<file path="src/rtl/cella_pkg.sv">
// Shared definitions for the CIM array command interface: op codes,
// address field layout and the issuer state encoding.
package cella_pkg;

    localparam logic [1:0] OP_MAC   = 2'b00;
    localparam logic [1:0] OP_WRITE = 2'b01;
    localparam logic [1:0] OP_QUERY = 2'b10;
    localparam logic [1:0] OP_NOP   = 2'b11;

    // Array address layout: {bank, row, col}
    localparam int BANK_W   = 4;
    localparam int ROW_W    = 2;
    localparam int COL_W    = 3;
    localparam int COL_LSB  = 0;
    localparam int ROW_LSB  = COL_LSB + COL_W;
    localparam int BANK_LSB = ROW_LSB + ROW_W;

    typedef enum logic [2:0] {
        ST_IDLE,
        ST_WRITE,
        ST_MAC,
        ST_MAC_WAIT,
        ST_QUERY,
        ST_DONE
    } issuer_state_e;

endpackage

</file>
<file path="src/rtl/array_cmd_issuer.sv">
// Initiator side of the CIM array command interface. Accepts one host
// command at a time and expands it into the per-cycle op stream seen by
// the array decoder. Outputs are registered together with the state
// transition that produces them, so an op is visible the cycle after the
// edge that caused it.
module array_cmd_issuer
    import cella_pkg::*;
#(
    parameter int ADDR_W   = 9,
    parameter int DATA_W   = 16,
    parameter int LEN_W    = 8,
    parameter int MAC_WAIT = 2
) (
    input  logic              clk,
    input  logic              rst_n,
    input  logic              req_valid,
    output logic              req_ready,
    input  logic [1:0]        req_op,
    input  logic [ADDR_W-1:0] req_addr,
    input  logic [LEN_W-1:0]  req_len,
    input  logic [DATA_W-1:0] req_data_bank,
    input  logic [DATA_W-1:0] req_data_in,
    input  logic              wdata_valid,
    input  logic [DATA_W-1:0] wdata,
    output logic              wdata_ready,
    output logic [1:0]        op_code,
    output logic [ADDR_W-1:0] addr,
    output logic [DATA_W-1:0] data_bank,
    output logic [DATA_W-1:0] data_in,
    output logic              busy,
    output logic              done
);

    issuer_state_e            state_q, state_d;
    logic [ADDR_W-1:0]        cur_addr_q, cur_addr_d;
    logic [LEN_W-1:0]         rem_q, rem_d;
    logic                     last_q, last_d;     // final write word already issued
    logic [3:0]               wait_q, wait_d;
    logic [COL_W-1:0]         col_q, col_d;       // column currently on the outputs
    logic [ADDR_W-COL_W-1:0]  base_q, base_d;     // bank/row of a query sweep
    logic [3:0]               key_q, key_d;
    logic [1:0]               op_q, op_d;
    logic [ADDR_W-1:0]        addr_q, addr_d;
    logic [DATA_W-1:0]        bank_q, bank_d;
    logic [DATA_W-1:0]        din_q, din_d;
    logic                     busy_q, busy_d;
    logic                     done_q, done_d;

    assign req_ready   = (state_q == ST_IDLE);
    assign wdata_ready = (state_q == ST_WRITE) && !last_q;
    assign op_code     = op_q;
    assign addr        = addr_q;
    assign data_bank   = bank_q;
    assign data_in     = din_q;
    assign busy        = busy_q;
    assign done        = done_q;

    // State, counters and registered outputs; reset aborts any command.
    always_ff @(posedge clk or negedge rst_n) begin
        if (!rst_n) begin
            state_q    <= ST_IDLE;
            cur_addr_q <= '0;
            rem_q      <= '0;
            last_q     <= 1'b0;
            wait_q     <= '0;
            col_q      <= '0;
            base_q     <= '0;
            key_q      <= '0;
            op_q       <= OP_NOP;
            addr_q     <= '0;
            bank_q     <= '0;
            din_q      <= '0;
            busy_q     <= 1'b0;
            done_q     <= 1'b0;
        end else begin
            state_q    <= state_d;
            cur_addr_q <= cur_addr_d;
            rem_q      <= rem_d;
            last_q     <= last_d;
            wait_q     <= wait_d;
            col_q      <= col_d;
            base_q     <= base_d;
            key_q      <= key_d;
            op_q       <= op_d;
            addr_q     <= addr_d;
            bank_q     <= bank_d;
            din_q      <= din_d;
            busy_q     <= busy_d;
            done_q     <= done_d;
        end
    end

    // Next state, counter updates and the op to present next cycle.
    always_comb begin
        state_d    = state_q;
        cur_addr_d = cur_addr_q;
        rem_d      = rem_q;
        last_d     = last_q;
        wait_d     = wait_q;
        col_d      = col_q;
        base_d     = base_q;
        key_d      = key_q;
        op_d       = OP_NOP;
        addr_d     = '0;
        bank_d     = '0;
        din_d      = '0;
        done_d     = 1'b0;

        unique case (state_q)
            ST_IDLE: begin
                if (req_valid) begin
                    unique case (req_op)
                        OP_MAC: begin
                            op_d    = OP_MAC;
                            bank_d  = req_data_bank;
                            din_d   = req_data_in;
                            state_d = ST_MAC;
                        end
                        OP_WRITE: begin
                            cur_addr_d = req_addr;
                            rem_d      = req_len;
                            last_d     = 1'b0;
                            state_d    = ST_WRITE;
                        end
                        OP_QUERY: begin
                            base_d  = req_addr[ADDR_W-1:COL_W];
                            key_d   = req_data_bank[3:0];
                            col_d   = '0;
                            op_d    = OP_QUERY;
                            addr_d  = {req_addr[ADDR_W-1:COL_W], {COL_W{1'b0}}};
                            bank_d  = DATA_W'(req_data_bank[3:0]);
                            state_d = ST_QUERY;
                        end
                        default: begin
                            // Reserved op retires without touching the array.
                            done_d  = 1'b1;
                            state_d = ST_DONE;
                        end
                    endcase
                end
            end
            ST_MAC: begin
                wait_d  = 4'(MAC_WAIT - 1);
                state_d = ST_MAC_WAIT;
            end
            ST_MAC_WAIT: begin
                if (wait_q == 4'd0) begin
                    done_d  = 1'b1;
                    state_d = ST_DONE;
                end else begin
                    wait_d = wait_q - 4'd1;
                end
            end
            ST_WRITE: begin
                if (last_q) begin
                    done_d  = 1'b1;
                    state_d = ST_DONE;
                end else if (wdata_valid) begin
                    op_d       = OP_WRITE;
                    addr_d     = cur_addr_q;
                    bank_d     = wdata;
                    cur_addr_d = cur_addr_q + ADDR_W'(1);
                    if (rem_q == '0) begin
                        last_d = 1'b1;
                    end else begin
                        rem_d = rem_q - LEN_W'(1);
                    end
                end
            end
            ST_QUERY: begin
                if (col_q == {COL_W{1'b1}}) begin
                    done_d  = 1'b1;
                    state_d = ST_DONE;
                end else begin
                    col_d  = col_q + COL_W'(1);
                    op_d   = OP_QUERY;
                    addr_d = {base_q, col_q + COL_W'(1)};
                    bank_d = DATA_W'(key_q);
                end
            end
            ST_DONE: begin
                state_d = ST_IDLE;
            end
            default: begin
                state_d = ST_IDLE;
            end
        endcase

        busy_d = (state_d != ST_IDLE);
    end

endmodule
</file>
<file path="config.mk">
export PLATFORM = sky130hd
export DESIGN_NAME = array_cmd_issuer
export DESIGN_NICKNAME = d
export VERILOG_FILES = /design/src/rtl/cella_pkg.sv /design/src/rtl/array_cmd_issuer.sv
export SDC_FILE = /design/constraint.sdc
export NUM_CORES = 1
export LEC_CHECK = 0
export BUFFER_PORTS_ARGS = -buffer_cell sky130_fd_sc_hd__buf_4
export CAP_MARGIN = 5
export CORE_MARGIN = 2
export CORE_UTILIZATION = 42
export CTS_BUF_LIST = sky130_fd_sc_hd__clkbuf_8
export CTS_CLUSTER_SIZE = 40
export DETAILED_ROUTE_END_ITERATION = 7
export HOLD_SLACK_MARGIN = 0.1
export PLACE_DENSITY_LB_ADDON = 0.12
export SYNTH_ARGS = -nofsm -noshare
export SYNTH_HDL_FRONTEND = slang
export SYNTH_SLANG_ARGS = --single-unit
</file>
<file path="constraint.sdc">
create_clock -name clk -period 4.6 [get_ports clk]
set_input_delay 0.69 -clock clk [delete_from_list [all_inputs] [get_ports clk]]
set_output_delay 0.69 -clock clk [all_outputs]
set_load 0.01 [all_outputs]
</file>
==> run_summary.xml, run 1 <==
<?xml version="1.0" encoding="UTF-8"?>
<metrics>
  <group name="synth">
    <metric name="synth_xor_area_share" unit="%">0</metric>
    <metric name="async_reset_ff_share" unit="%">100</metric>
    <metric name="yosysSeqAreaShare" unit="%">53.9</metric>
    <metric name="fraction_of_synthesized_area_in_multiplexers" unit="%">1.10</metric>
    <metric name="postSynthRegisterBits" unit="">83</metric>
    <metric name="dominant_combinational_cell_family_by_area_after_synthesis" unit="">simple AND/OR/NAND/NOR gates</metric>
    <metric name="ys.flop_type" unit="">sky130_fd_sc_hd__dfrtp_1</metric>
    <metric name="synth_compound_area_share" unit="%">16.7</metric>
    <metric name="syn_inst" unit="">368</metric>
    <metric name="post_synth_instance_area" unit="um2">3860</metric>
    <metric name="post_synth_fa_ha_maj_area_fraction" unit="%">1.95</metric>
    <metric name="synth-warning-count" unit="">0</metric>
    <metric name="synth_enable_flop_cells" unit="">0</metric>
    <metric name="mappedNetlistNets" unit="">445</metric>
    <metric name="postSynthAreaPerCell" unit="um2">10.5</metric>
    <metric name="area_fraction_in_and_or_nand_and_nor_cells_after_synthesis" unit="%">21.1</metric>
    <metric name="synth.lib_cells_used.distinct" unit="">57</metric>
  </group>
  <group name="cells_and_area">
    <metric name="post_route_utilization" unit="%">56.2</metric>
    <metric name="mostFrequentLayoutCells" unit="">sky130_fd_sc_hd__buf_4, sky130_fd_sc_hd__dfrtp_1, sky130_fd_sc_hd__nand2_1</metric>
    <metric name="mostFrequentLayoutCell" unit="">sky130_fd_sc_hd__buf_4</metric>
    <metric name="layout-drive-gt1-share" unit="%">31.6</metric>
    <metric name="insertedDiodeCount" unit="">0</metric>
    <metric name="areaGrowthSynthToFinish" unit="%">28.3</metric>
    <metric name="fin_nets" unit="">553</metric>
    <metric name="layoutNonFillerInstCount" unit="">589</metric>
    <metric name="fillers" unit="">783</metric>
    <metric name="final_design_area_no_fill" unit="um2">4950</metric>
  </group>
  <group name="timing">
    <metric name="fin_ws" unit="ps">2010</metric>
    <metric name="maxClockFrequency" unit="MHz">386</metric>
    <metric name="worst_pin_slew" unit="ps">1110</metric>
    <metric name="finalSetupViolations" unit="">0</metric>
    <metric name="timing.final.max_slew_violations" unit="">0</metric>
    <metric name="slew-limit-headroom" unit="%">25.7</metric>
    <metric name="final-hold-violation-count" unit="">0</metric>
    <metric name="tns" unit="ps">0</metric>
    <metric name="finalCritPeriodShare" unit="%">56.3</metric>
    <metric name="timing.hold.ws" unit="ps">481</metric>
    <metric name="finalWorstPathRequiredPeriod" unit="ps">2590</metric>
    <metric name="fin_skew" unit="ps">14.3</metric>
    <metric name="rsz0062_at_grt" unit="">no</metric>
  </group>
  <group name="clocking">
    <metric name="postCtsSetupBuffers" unit="">0</metric>
    <metric name="tritoncts_num_sinks" unit="">83</metric>
    <metric name="clockRootBuffer" unit="">sky130_fd_sc_hd__clkbuf_8</metric>
    <metric name="cts_repair_resized_insts" unit="">0</metric>
    <metric name="ctsLongestPathBuffers" unit="">2</metric>
    <metric name="postCtsHoldBufs" unit="">0</metric>
    <metric name="clock_latency" unit="ps">350</metric>
    <metric name="ctsHtreeMaxLevel" unit="">3</metric>
    <metric name="clk_pin_slew_worst_paths" unit="ps">90</metric>
    <metric name="clock_tree_from_tritoncts" unit="">done</metric>
    <metric name="cts-buffers-inserted" unit="">9</metric>
  </group>
  <group name="global_route">
    <metric name="global_route_wire_length_before_repair" unit="mm">14.9</metric>
    <metric name="global_route.usage.total" unit="%">18.8</metric>
    <metric name="grt_overflow" unit="">0</metric>
    <metric name="maximum_number_of_pins_on_one_net_before_global_route_repair" unit="">84</metric>
    <metric name="first_global_vias" unit="">2964</metric>
    <metric name="initial_antenna_violation_count" unit="">0</metric>
  </group>
  <group name="critical_path">
    <metric name="critical_path.startpoint" unit="">state_q[2]$_DFF_PN0_</metric>
    <metric name="worst-endpoint-arrival" unit="ps">2870</metric>
    <metric name="worstSetupEndpoint" unit="">data_bank[2]$_DFF_PN0_</metric>
    <metric name="critical-path-max-stage-delay" unit="ps">930</metric>
    <metric name="worstPathCellList" unit="">or3b_4 -&gt; nor3b_4 -&gt; a222oi_1 -&gt; inv_1</metric>
    <metric name="rr_endpoint" unit="">data_bank[2]$_DFF_PN0_</metric>
    <metric name="worst_path_maximum_fanout" unit="">25</metric>
    <metric name="cp.required" unit="ps">4880</metric>
    <metric name="setup_slack_of_the_most_critical_reg_to_reg_path" unit="ps">2010</metric>
    <metric name="setup.worst_path.start_class" unit="">register</metric>
    <metric name="end_kind" unit="">register</metric>
    <metric name="slowest_stage" unit="">sky130_fd_sc_hd__nor3b_4</metric>
    <metric name="reg2reg_from" unit="">state_q[2]$_DFF_PN0_</metric>
    <metric name="critical_path_class" unit="">register to register</metric>
    <metric name="r2r.worst_path.cells" unit="">4</metric>
  </group>
  <group name="drt">
    <metric name="num_vias" unit="">3161</metric>
    <metric name="drt_total_wl" unit="mm">9.26</metric>
    <metric name="drt_drc_violations_left" unit="">0</metric>
    <metric name="dr.pass1.iters" unit="">5</metric>
    <metric name="drtAntennaViolNets" unit="">0</metric>
    <metric name="routed_wire_length_per_instance" unit="um">15.7</metric>
    <metric name="drt_iter0_drc" unit="">145</metric>
    <metric name="post_drt_via_cell_ratio" unit="">5.37</metric>
  </group>
  <group name="power_and_ir_drop">
    <metric name="p_int" unit="mW">1.84</metric>
    <metric name="leakagePower" unit="nW">2.45</metric>
    <metric name="sequentialPowerShare" unit="%">39.4</metric>
    <metric name="p_per_area" unit="nW/um2">600</metric>
    <metric name="clock_power_share" unit="%">19.8</metric>
    <metric name="finalPower" unit="mW">2.97</metric>
    <metric name="vdd_drop_max" unit="mV">0.284</metric>
    <metric name="total_switching_power" unit="mW">1.12</metric>
    <metric name="comb_power_share" unit="%">40.7</metric>
    <metric name="power.switching_fraction" unit="%">37.9</metric>
  </group>
  <group name="die">
    <metric name="core_area" unit="um2">8810</metric>
    <metric name="floorplan_row_count" unit="">34</metric>
    <metric name="die_y" unit="um">99.8</metric>
    <metric name="x_dimension_of_the_die" unit="um">99.8</metric>
    <metric name="start_util" unit="%">43.8</metric>
    <metric name="design.portCount" unit="">118</metric>
    <metric name="die_area" unit="um2">9970</metric>
  </group>
  <group name="place">
    <metric name="count_of_input_and_output_buffers" unit="">117</metric>
    <metric name="gp_congestion" unit="">0.854</metric>
    <metric name="placedInstanceArea" unit="um2">4720</metric>
    <metric name="pre_cts_ws" unit="ps">1950</metric>
    <metric name="placedCellCount" unit="">573</metric>
    <metric name="dp.final_hpwl" unit="mm">6.40</metric>
  </group>
  <group name="min_path">
    <metric name="hold_path_class" unit="">register to register</metric>
  </group>
  <group name="job">
    <metric name="max-cap-violations" unit="">0</metric>
  </group>
  <group name="run_status">
    <metric name="run_status" unit="">finished, final reports clean</metric>
  </group>
</metrics>
-- power by group through the flow --
stage                     Sequential [mW]  Combinational (mW)  Clock [mW]
after floorplan                      1.16               0.886           0
after global placement               1.18                1.19           0
after detailed placement             1.18                1.21           0
after CTS                            1.17                1.22       0.608
after global routing                 1.21                1.35       0.635
final                                1.17                1.21       0.589
-- how the worst min path moves through the flow --
stage                                from                    to  slack (ps)  depth (start not counted)
CTS                  key_q[0]$_DFFE_PN0P_  key_q[0]$_DFFE_PN0P_         490                          2
global placement    base_q[0]$_DFFE_PN0P_     addr[3]$_DFF_PN0_         460                          2
global route         key_q[1]$_DFFE_PN0P_  key_q[1]$_DFFE_PN0P_         520                          2
finish               key_q[3]$_DFFE_PN0P_  key_q[3]$_DFFE_PN0P_         480                          2
floorplan                           rst_n     addr[0]$_DFF_PN0_         390                          0
detailed placement   key_q[0]$_DFFE_PN0P_  key_q[0]$_DFFE_PN0P_         460                          2
-- critical path, delay by kind of cell (launching register included) --
| family | cells | cell delay, ps |
|---|---|---|
| DFF | 1 | 610 |
| AOI/OAI and AO/OA | 1 | 280 |
| buffers and inverters | 1 | 90 |
| and+or+nand+nor | 2 | 1530 |
-- layout make-up --
class                   count  area [um2]  share of cell area [%]
multi-input cells         252        1570                    31.8
clock inverters             6        87.6                    1.77
flip-flops and latches     83        2080                    42.0
well taps                 108         135                    2.73
inverters                  11        41.3                   0.834
repair buffers            119         893                    18.1
clock buffers              10         138                    2.78
-- cells in the mapped netlist (2+ instances only) --
library cell | count | area (um2)
sky130_fd_sc_hd__a211oi_1 | 2 | 15.0
sky130_fd_sc_hd__a21oi_1 | 14 | 70.1
sky130_fd_sc_hd__a222oi_1 | 4 | 40.0
sky130_fd_sc_hd__a22o_1 | 15 | 131
sky130_fd_sc_hd__a2bb2oi_1 | 6 | 52.6
sky130_fd_sc_hd__a31oi_1 | 6 | 37.5
sky130_fd_sc_hd__and2_1 | 16 | 100
sky130_fd_sc_hd__and3_1 | 3 | 18.8
sky130_fd_sc_hd__buf_2 | 7 | 35.0
sky130_fd_sc_hd__buf_6 | 9 | 101
sky130_fd_sc_hd__clkbuf_1 | 5 | 18.8
sky130_fd_sc_hd__dfrtp_1 | 81 | 2030
sky130_fd_sc_hd__dfstp_2 | 2 | 52.6
sky130_fd_sc_hd__ha_1 | 6 | 75.1
sky130_fd_sc_hd__inv_1 | 11 | 41.3
sky130_fd_sc_hd__mux2i_1 | 2 | 20.0
sky130_fd_sc_hd__nand2_1 | 67 | 251
sky130_fd_sc_hd__nand2b_1 | 5 | 31.3
sky130_fd_sc_hd__nand3_1 | 22 | 110
sky130_fd_sc_hd__nor2_1 | 12 | 45.0
sky130_fd_sc_hd__nor3_1 | 5 | 25.0
sky130_fd_sc_hd__nor3b_2 | 2 | 25.0
sky130_fd_sc_hd__nor3b_4 | 2 | 37.5
sky130_fd_sc_hd__nor4_1 | 4 | 25.0
sky130_fd_sc_hd__o211ai_1 | 3 | 22.5
sky130_fd_sc_hd__o21ai_0 | 13 | 65.1
sky130_fd_sc_hd__o22ai_1 | 5 | 31.3
sky130_fd_sc_hd__o2bb2ai_1 | 3 | 26.3
sky130_fd_sc_hd__o31ai_1 | 5 | 37.5
sky130_fd_sc_hd__o32ai_1 | 2 | 17.5
sky130_fd_sc_hd__or2_2 | 3 | 18.8
-- sequential cells by signal, indices dropped and copies added, names as in the netlist --
signal      count
addr            9
busy            1
op_code         2
done            1
col_q           3
wait_q          4
data_bank      16
rem_q           8
last_q          1
cur_addr_q      9
data_in        16
base_q          6
key_q           4
state_q         3
-- cells by family (layout without fill, tap and decap cells) --
family | after synthesis | in the layout
compound gates | 88 | 88
fa+ha+maj | 6 | 6
buf+inv | 33 | 146
flops | 83 | 83
mux | 4 | 4
simple gates | 154 | 154
-- layer usage --
metal	wire (um)	global-route usage, %	part of all wire, %	vias up
met3	627	4.39	6.8	4
li1	-	-	-	1528
met1	4250	27.0	46	1509
met4	53	4.64	0.57	0
met2	4330	29.0	47	120
met5	0	0	0	-
No activity file was read; power rests on OpenSTA's default activity.
==> run 2, diff against run 1 <==
==> constraint.sdc (replaced) <==
create_clock -name clk -period 2.6 [get_ports clk]
set_input_delay 0.39 -clock clk [delete_from_list [all_inputs] [get_ports clk]]
set_output_delay 0.39 -clock clk [all_outputs]
set_load 0.01 [all_outputs]
==> run_summary.xml, run 2 (synthesis gave the netlist of run 1 again) <==
<?xml version="1.0" encoding="UTF-8"?>
<metrics>
  <group name="run_status">
    <metric name="run_status" unit="">finished, final reports clean</metric>
  </group>
  <group name="clocking">
    <metric name="clock_tree_from_tritoncts" unit="">done</metric>
    <metric name="clk_pin_slew_worst_paths" unit="ps">90</metric>
    <metric name="ctsHtreeMaxLevel" unit="">3</metric>
    <metric name="tritoncts_num_sinks" unit="">83</metric>
    <metric name="clock_latency" unit="ps">360</metric>
    <metric name="cts_repair_resized_insts" unit="">0</metric>
    <metric name="clockRootBuffer" unit="">sky130_fd_sc_hd__clkbuf_8</metric>
    <metric name="ctsLongestPathBuffers" unit="">2</metric>
    <metric name="cts-buffers-inserted" unit="">9</metric>
  </group>
  <group name="cells_and_area">
    <metric name="fin_nets" unit="">560</metric>
    <metric name="mostFrequentLayoutCells" unit="">sky130_fd_sc_hd__buf_4, sky130_fd_sc_hd__dfrtp_1, sky130_fd_sc_hd__nand2_1</metric>
    <metric name="areaGrowthSynthToFinish" unit="%">29.6</metric>
    <metric name="layoutNonFillerInstCount" unit="">596</metric>
    <metric name="layout-drive-gt1-share" unit="%">32.6</metric>
    <metric name="mostFrequentLayoutCell" unit="">sky130_fd_sc_hd__buf_4</metric>
    <metric name="post_route_utilization" unit="%">56.8</metric>
    <metric name="final_design_area_no_fill" unit="um2">5000</metric>
    <metric name="insertedDiodeCount" unit="">0</metric>
  </group>
  <group name="die">
    <metric name="design.portCount" unit="">118</metric>
    <metric name="die_area" unit="um2">9970</metric>
    <metric name="core_area" unit="um2">8810</metric>
    <metric name="x_dimension_of_the_die" unit="um">99.8</metric>
    <metric name="floorplan_row_count" unit="">34</metric>
    <metric name="start_util" unit="%">43.8</metric>
    <metric name="die_y" unit="um">99.8</metric>
  </group>
  <group name="power_and_ir_drop">
    <metric name="vdd_drop_max" unit="mV">0.585</metric>
    <metric name="p_per_area" unit="nW/um2">1050</metric>
    <metric name="finalPower" unit="mW">5.26</metric>
    <metric name="leakagePower" unit="nW">2.47</metric>
  </group>
  <group name="timing">
    <metric name="timing.final.max_slew_violations" unit="">0</metric>
    <metric name="fin_skew" unit="ps">17.0</metric>
    <metric name="final-hold-violation-count" unit="">0</metric>
    <metric name="finalSetupViolations" unit="">0</metric>
    <metric name="worst_pin_slew" unit="ps">613</metric>
    <metric name="slew-limit-headroom" unit="%">58.8</metric>
    <metric name="rsz0062_at_grt" unit="">no</metric>
    <metric name="finalCritPeriodShare" unit="%">85.4</metric>
    <metric name="maxClockFrequency" unit="MHz">450</metric>
    <metric name="finalWorstPathRequiredPeriod" unit="ps">2220</metric>
    <metric name="tns" unit="ps">0</metric>
  </group>
  <group name="critical_path">
    <metric name="cp.required" unit="ps">2210</metric>
    <metric name="end_kind" unit="">output pin</metric>
    <metric name="critical_path_class" unit="">register to output pin</metric>
    <metric name="setup_slack_of_the_most_critical_reg_to_reg_path" unit="ps">520</metric>
    <metric name="worstSetupEndpoint" unit="">wdata_ready</metric>
    <metric name="setup.worst_path.start_class" unit="">register</metric>
    <metric name="reg2reg_from" unit="">state_q[2]$_DFF_PN0_</metric>
    <metric name="worst_path_maximum_fanout" unit="">20</metric>
    <metric name="critical_path.startpoint" unit="">state_q[2]$_DFF_PN0_</metric>
    <metric name="rr_endpoint" unit="">data_bank[3]$_DFF_PN0_</metric>
    <metric name="worst-endpoint-arrival" unit="ps">1830</metric>
    <metric name="r2r.worst_path.cells" unit="">5</metric>
  </group>
  <group name="global_route">
    <metric name="global_route.usage.total" unit="%">19.1</metric>
    <metric name="initial_antenna_violation_count" unit="">0</metric>
    <metric name="grt_overflow" unit="">0</metric>
    <metric name="first_global_vias" unit="">2999</metric>
    <metric name="global_route_wire_length_before_repair" unit="mm">15.2</metric>
    <metric name="maximum_number_of_pins_on_one_net_before_global_route_repair" unit="">50</metric>
  </group>
  <group name="place">
    <metric name="dp.final_hpwl" unit="mm">6.55</metric>
    <metric name="gp_congestion" unit="">0.884</metric>
    <metric name="placedCellCount" unit="">579</metric>
    <metric name="placedInstanceArea" unit="um2">4780</metric>
    <metric name="count_of_input_and_output_buffers" unit="">117</metric>
  </group>
  <group name="drt">
    <metric name="drtAntennaViolNets" unit="">0</metric>
    <metric name="dr.pass1.iters" unit="">4</metric>
    <metric name="post_drt_via_cell_ratio" unit="">5.36</metric>
    <metric name="drt_drc_violations_left" unit="">0</metric>
    <metric name="routed_wire_length_per_instance" unit="um">15.7</metric>
    <metric name="drt_total_wl" unit="mm">9.36</metric>
    <metric name="num_vias" unit="">3197</metric>
    <metric name="drt_iter0_drc" unit="">167</metric>
  </group>
  <group name="job">
    <metric name="max-cap-violations" unit="">0</metric>
  </group>
  <group name="min_path">
    <metric name="hold_path_class" unit="">input pin to register</metric>
  </group>
</metrics>
-- run 2: area by class of cell --
type | instances | area, um2
Timing Repair Buffer | 126 | 961
Multi-Input combinational cell | 252 | 1570
Sequential cell | 83 | 2080
Clock inverter | 6 | 72.6
Tap cell | 108 | 135
Fill cell | 801 | 3800
Inverter | 11 | 41.3
Clock buffer | 10 | 138
-- run 2: report_power, final --
part           switching (mW)  internal (mW)
clock network           0.498          0.478
registers               0.334           1.72
logic                    1.21           1.02
total                    2.04           3.22
-- run 2: worst min-delay path by stage --
stage / to / depth (start not counted) / from / slack, ps
4_1_cts: data_in[7]$_DFF_PN0_ / 2 / req_data_in[7] / 220
5_1_grt: data_in[14]$_DFF_PN0_ / 2 / req_data_in[14] / 220
3_3_place_gp: data_in[9]$_DFF_PN0_ / 1 / rst_n / 380
6_report: key_q[2]$_DFFE_PN0P_ / 3 / req_data_bank[2] / 240
2_1_floorplan: addr[0]$_DFF_PN0_ / 0 / rst_n / 90
3_5_place_dp: data_in[9]$_DFF_PN0_ / 1 / rst_n / 380
-- run 2: what timing repair did --
item / CTS / global route
hold endpoints to repair: 32 / 0
hold buffers: 1 / 0
setup buffers: 0 / 0
-- run 2: per-stage QoR --
step / setup WS, ps / hold slack, ps
floorplan: 882 / 94.4
global placement: 603 / 379
detailed placement: 541 / 378
CTS: 367 / 224
global route: 301 / 223
finish: 380 / 236
-- run 2: worst max-delay path: stages (launching register included) --
cell                      delay, ps
sky130_fd_sc_hd__dfrtp_1        610
sky130_fd_sc_hd__or3b_4         610
sky130_fd_sc_hd__nor2_1         140
sky130_fd_sc_hd__buf_4          130
-- run 2: per-layer routing --
| layer | up-vias | wire (um) | track usage [%] |
|---|---|---|---|
| met3 | 12 | 651 | 3.27 |
| met5 | - | 0 | 0 |
| met1 | 1515 | 4440 | 27.9 |
| met2 | 126 | 4150 | 29.2 |
| met4 | 0 | 112 | 5.90 |
| li1 | 1544 | - | - |
